===== src/rtl/multiplicador_pkg.sv =====
// Shared widths, constants and FSM state type for the multiplicador price calculator.
package multiplicador_pkg;

  localparam int unsigned W_WIDTH    = 12;
  localparam int unsigned P_WIDTH    = 10;
  localparam int unsigned OUT_WIDTH  = 10;
  localparam int unsigned PROD_WIDTH = 22;

  localparam int unsigned DIVISOR    = 1000;
  localparam int unsigned ROUND_BIAS = 500;
  localparam int unsigned OUT_MAX    = 1023;

  localparam int unsigned MUL_CYCLES = 12;
  localparam int unsigned DIV_CYCLES = 22;

  typedef enum logic [1:0] {
    IDLE,
    MUL,
    DIV,
    FIN
  } state_t;

endpackage


===== src/rtl/multiplicador_div1000.sv =====
// 22-bit restoring divider by the constant 1000, one quotient bit per step.
module multiplicador_div1000
  import multiplicador_pkg::*;
(
  input  logic                  clk,
  input  logic                  rst,
  input  logic                  load,
  input  logic                  step,
  input  logic [PROD_WIDTH-1:0] dividend,
  output logic [PROD_WIDTH-1:0] quotient
);

  logic [9:0]            rem;
  logic [PROD_WIDTH-1:0] dq;
  logic [10:0]           trial;
  logic [10:0]           diff;
  logic                  fits;

  // dq shifts dividend bits out of the top while quotient bits enter at the bottom
  always_comb begin
    trial = {rem, dq[PROD_WIDTH-1]};
    diff  = trial - 11'(DIVISOR);
    fits  = (trial >= 11'(DIVISOR));
  end

  always_ff @(posedge clk or posedge rst) begin
    if (rst) begin
      rem <= '0;
      dq  <= '0;
    end else if (load) begin
      rem <= '0;
      dq  <= dividend;
    end else if (step) begin
      if (fits) begin
        rem <= diff[9:0];
        dq  <= {dq[PROD_WIDTH-2:0], 1'b1};
      end else begin
        rem <= trial[9:0];
        dq  <= {dq[PROD_WIDTH-2:0], 1'b0};
      end
    end
  end

  assign quotient = dq;

endmodule


===== src/rtl/multiplicador.sv =====
// Price = round/trunc(weight * unit price / 1000), saturated to 10 bits, 35-cycle latency.
// Build option: MULTIPLICADOR_ROUND_EN selects round-half-up (bias 500) instead of truncation.
module multiplicador
  import multiplicador_pkg::*;
(
  input  logic                 clk,
  input  logic                 rst,
  input  logic                 start,
  input  logic [W_WIDTH-1:0]   quilos_tara,
  input  logic [P_WIDTH-1:0]   eurosporquilo,
  output logic [OUT_WIDTH-1:0] preco,
  output logic                 busy,
  output logic                 done,
  output logic                 overflow
);

`ifdef MULTIPLICADOR_ROUND_EN
  localparam logic [PROD_WIDTH-1:0] BIAS = PROD_WIDTH'(ROUND_BIAS);
`else
  localparam logic [PROD_WIDTH-1:0] BIAS = '0;
`endif

  state_t                state, state_next;
  logic [4:0]            cnt;
  logic [W_WIDTH-1:0]    w_sh;
  logic [PROD_WIDTH-1:0] mcand;
  logic [PROD_WIDTH-1:0] acc;
  logic [PROD_WIDTH-1:0] partial;
  logic [PROD_WIDTH-1:0] dividend;
  logic [PROD_WIDTH-1:0] quotient;
  logic                  mul_last;
  logic                  div_last;
  logic                  div_load;
  logic                  div_step;

  // bias is folded into the final multiply iteration so the divider loads on the same edge
  always_comb begin
    partial  = w_sh[0] ? (acc + mcand) : acc;
    dividend = partial + BIAS;
    mul_last = (cnt == 5'(MUL_CYCLES - 1));
    div_last = (cnt == 5'(DIV_CYCLES - 1));
  end

  always_comb begin
    state_next = state;
    div_load   = 1'b0;
    div_step   = 1'b0;
    unique case (state)
      IDLE: if (start) state_next = MUL;
      MUL: begin
        if (mul_last) begin
          state_next = DIV;
          div_load   = 1'b1;
        end
      end
      DIV: begin
        div_step = 1'b1;
        if (div_last) state_next = FIN;
      end
      FIN: state_next = IDLE;
      default: state_next = IDLE;
    endcase
  end

  always_ff @(posedge clk or posedge rst) begin
    if (rst) state <= IDLE;
    else     state <= state_next;
  end

  always_ff @(posedge clk or posedge rst) begin
    if (rst) begin
      cnt      <= '0;
      w_sh     <= '0;
      mcand    <= '0;
      acc      <= '0;
      preco    <= '0;
      done     <= 1'b0;
      overflow <= 1'b0;
    end else begin
      done <= 1'b0;
      unique case (state)
        IDLE: begin
          if (start) begin
            w_sh  <= quilos_tara;
            mcand <= PROD_WIDTH'(eurosporquilo);
            acc   <= '0;
            cnt   <= '0;
          end
        end
        MUL: begin
          acc   <= partial;
          w_sh  <= w_sh >> 1;
          mcand <= mcand << 1;
          cnt   <= mul_last ? 5'd0 : cnt + 5'd1;
        end
        DIV: cnt <= cnt + 5'd1;
        FIN: begin
          done <= 1'b1;
          if (quotient > PROD_WIDTH'(OUT_MAX)) begin
            preco    <= '1;
            overflow <= 1'b1;
          end else begin
            preco    <= quotient[OUT_WIDTH-1:0];
            overflow <= 1'b0;
          end
        end
        default: ;
      endcase
    end
  end

  always_comb busy = (state != IDLE);

  multiplicador_div1000 u_div (
    .clk      (clk),
    .rst      (rst),
    .load     (div_load),
    .step     (div_step),
    .dividend (dividend),
    .quotient (quotient)
  );

endmodule


===== config.mk =====
export PLATFORM = sky130hd
export DESIGN_NAME = multiplicador
export DESIGN_NICKNAME = d
export VERILOG_FILES = /design/src/rtl/multiplicador_pkg.sv /design/src/rtl/multiplicador_div1000.sv /design/src/rtl/multiplicador.sv
export SDC_FILE = /design/constraint.sdc
export NUM_CORES = 1
export LEC_CHECK = 0
export ABC_AREA = 1
export CAP_MARGIN = 15
export CORE_UTILIZATION = 65
export DETAILED_ROUTE_END_ITERATION = 12
export PLACE_DENSITY = 0.86
export SETUP_SLACK_MARGIN = 0.3
export SYNTH_ARGS = -nofsm -noshare
export SYNTH_HDL_FRONTEND = slang
export SYNTH_SLANG_ARGS = --single-unit

===== constraint.sdc =====
create_clock -name clk -period 10.2 [get_ports clk]
set_input_delay 2.04 -clock clk [delete_from_list [all_inputs] [get_ports clk]]
set_output_delay 2.04 -clock clk [all_outputs]
set_load 0.01 [all_outputs]

==> flow_metrics.py <==
metrics = {
    "route": {
        "vias": 5921,
        "drt_iter0_markers": 516,
        "drt_pass1_iterations": 5,
        "routed_via_density": 5.68,
        "drc_errors": 0,
        "wl_mm": 15.8,
        "routedWlPerCell_um": 15.1,
        "ant_nets": 0,
    },
    "power": {
        "swShare": 0.497,
        "power.density_mw_per_mm2": 323,
        "p_sw_uw": 1150,
        "power_frac_comb": 0.578,
        "seqPwrFrac": 0.311,
        "irDropWorstVdd_mv": 0.321,
        "p_leak_uw": 0.00357,
        "p_clk_frac": 0.111,
        "p_int_uw": 1160,
    },
    "timing": {
        "fmax_mhz": 256,
        "layout_setup_ws_ps": 6290,
        "finalCriticalPeriod_ps": 3910,
        "finalHoldViolCount": 0,
        "skew_ps": 10.7,
        "worstMarginPinSlew_ps": 1190,
        "setup_tns_ps": 0,
        "rsz0062_at_grt": "no",
        "slew_headroom": 0.204,
        "finalSetupViolations": 0,
        "min_period_over_period": 0.383,
        "drv_slew": 0,
    },
    "global_routing": {
        "grt.busiest_layer": "met2",
        "antenna_found_initial": 0,
        "grtUsageMet2": 0.534,
        "gr-usage-all-layers": 0.318,
        "grt_pass1_vias": 5386,
        "use_met1": 0.420,
        "grt_max_degree": 79,
        "grt_pass1_wl_mm": 25.4,
        "use_met3": 0.0506,
        "grt-ovfl-total": 0,
    },
    "placement": {
        "dpl.hpwl_mm": 11.7,
        "dp.cells": 1027,
        "io_buffers": 37,
        "dp_slack_ps": 6010,
        "gp_congestion": 0.924,
    },
    "die": {
        "die_x_um": 102,
        "pin_count": 38,
        "dieHeight_um": 102,
        "start_util": 0.668,
        "dieArea_mm2": 0.0104,
        "rows": 36,
        "coreArea_mm2": 0.00973,
    },
    "min_path": {
        "min_to": "u_div.quotient[10]$_DFFE_PP0P_",
        "holdCritStartpoint": "u_div.quotient[9]$_DFFE_PP0P_",
        "hold_path_depth": 2,
        "hp-class": "flip-flop to flip-flop",
    },
    "cts": {
        "cts_resized": 0,
        "cts_sinks": 107,
        "clk_latency_ps": 380,
        "hold_buffers": 0,
        "clock-root-buffer": "clkbuf_8",
        "clk_pin_slew_ps": 100,
        "cts_tree": "built",
        "clockBufferDepth": 2,
        "numCtsBuffers": 9,
        "post_cts_buffers": 0,
        "htreeDepth": 3,
    },
    "final_layout": {
        "diodes": 0,
        "synthToLayoutAreaGrowth_pct": 9.68,
        "final_cells": 1043,
        "fillers": 804,
        "drive_above_1_share": 0.0813,
        "nets": 959,
    },
    "synth": {
        "synth_edf_count": 0,
        "avgSynthCellArea_um2": 7.37,
        "syn_inst": 882,
        "yosysWarnings": 0,
        "synthDistinctLibCells": 43,
        "synth_area_mm2": 0.00650,
        "synthArstFlopShare": 1.00,
        "ys_seq_area_frac": 0.412,
        "syn-num-nets": 936,
        "synth-seq-cells": 107,
        "synth_ff_type": "dfrtp_1",
    },
    "worst_setup_path": {
        "worst-path-max-fanout": 21,
        "worstSetupStartpointType": "primary input",
        "crit_arrival_ps": 4200,
        "setup.worst_path.class": "primary input to flip-flop",
        "r2r-end": "acc[5]$_DFFE_PP0P_",
        "r2r-start": "state[1]$_DFFE_PP0P_",
        "endpoint_kind": "flip-flop",
        "r2r_slack_ps": 7270,
        "crit_required_ps": 10490,
        "reg2reg_depth": 7,
    },
    "job": {
        "max_cap_violations": 0,
    },
    "run_status": {
        "status": "complete, no violations",
    },
}
## flip-flops by register name, summed over array words and instances (netlist names)
name            flops
acc                22
mcand              22
u_div.quotient     22
w_sh               12
preco              10
u_div.rem          10
cnt                 5
state               2
done                1
overflow            1
## metrics by stage
stage | hold slack [ps] | instance area, um^2 | total power [uW] | utilization
after floorplan | 459 | 6500 | 1690 | -
final | 510 | 7130 | 2310 | 0.733
after detailed placement | 485 | 6930 | 2030 | 0.713
after global placement | 466 | 6930 | 1970 | 0.713
after CTS | 506 | 7130 | 2290 | 0.733
after global routing | 525 | 7130 | 2500 | 0.733
## worst max path at each step
stage	startpoint	depth (start not counted)	endpoint	slack [ps]
global placement	start	5	mcand[21]$_DFFE_PP0P_	6170
detailed placement	start	5	acc[5]$_DFFE_PP0P_	6010
global route	start	5	mcand[21]$_DFFE_PP0P_	6220
finish	start	5	acc[5]$_DFFE_PP0P_	6290
CTS	state[1]$_DFFE_PP0P_	4	busy	6340
floorplan	rst	1	acc[0]$_DFFE_PP0P_	5340
## critical path, cell delays in order
cell and delay, ps:
clkdlybuf4s50_1 480, nor2_1 80, nor2_1 890, inv_2 420, o21ai_1 290
## power by group through the flow
stage / clock network, uW / registers, uW / logic, uW
6_report: 255 / 718 / 1330
2_1_floorplan: 0 / 692 / 993
3_5_place_dp: 0 / 722 / 1310
3_3_place_gp: 0 / 713 / 1260
5_1_grt: 272 / 734 / 1490
4_1_cts: 258 / 715 / 1320
## cells in the mapped netlist (2+ instances only)
cell      count  area [um^2]
a21oi_1      17         85.1
a21oi_2       2         17.5
a31oi_1       9         56.3
buf_2        11         55.1
buf_4         2         15.0
buf_6         2         22.5
clkbuf_1     14         52.6
dfrtp_1     107         2680
ha_1         28          350
inv_1       123          462
inv_2        18         67.6
nand2_1     257          965
nand2_2       9         56.3
nand3_1      73          365
nand4_1       6         37.5
nor2_1       45          169
nor2_2        4         25.0
nor3_1        6         30.0
nor4_1        4         25.0
o211ai_1     17          128
o21ai_0      33          165
o21ai_1      20          100
o21ai_2       4         35.0
o21bai_1      6         45.0
o221ai_1      3         26.3
o22ai_1      26          163
or2_2        11         68.8
xnor2_1       5         43.8
xor2_1        6         52.6
## layout make-up
type	instances	area, um^2	share of cell area
Clock buffer	11	151	0.0212
Clock inverter	5	46.3	0.00649
Inverter	142	536	0.0751
Multi-Input combinational cell	604	3150	0.442
Sequential cell	107	2680	0.375
Tap cell	133	166	0.0233
Timing Repair Buffer	41	400	0.0561
## per-layer routing
| metal | up-vias | wire length, um | part of all wire |
|---|---|---|---|
| li1 | 2891 | - | - |
| met3 | 34 | 780 | 0.049 |
| met1 | 2796 | 6840 | 0.43 |
| met4 | 0 | 393 | 0.025 |
| met5 | - | 0 | 0 |
| met2 | 200 | 7790 | 0.49 |
## cells in the final DEF (no fill, tap or decap), types with 2 or more instances in the layout
master,instances
clkdlybuf4s50_1,37
buf_4,4
nand4_1,6
o21bai_1,6
nor2_2,4
clkbuf_8,11
o21ai_1,20
or2_2,11
o221ai_1,3
xnor2_1,5
inv_2,18
nor4_1,4
nand2_2,9
inv_1,122
o22ai_1,26
a31oi_1,9
o211ai_1,17
ha_1,28
clkinv_4,4
nor3_1,6
nand3_1,73
o21ai_0,33
nand2_1,257
xor2_1,6
dfrtp_1,107
o21ai_2,3
a21oi_2,2
nor2_1,45
a21oi_1,17
## cells by family (layout without fill, tap and decap cells)
logic type / count (synthesis) / after routing / share of synthesized area
AND/OR/NAND/NOR: 422 / 422 / 0.280
adder cells (fa/ha/maj): 29 / 29 / 0.0570
flip-flops: 107 / 107 / 0.412
AO/OA/AOI/OAI: 142 / 142 / 0.132
buffers and inverters: 171 / 199 / 0.104
XOR/XNOR: 11 / 11 / 0.0148
No activity file was read; power rests on OpenSTA's default activity.
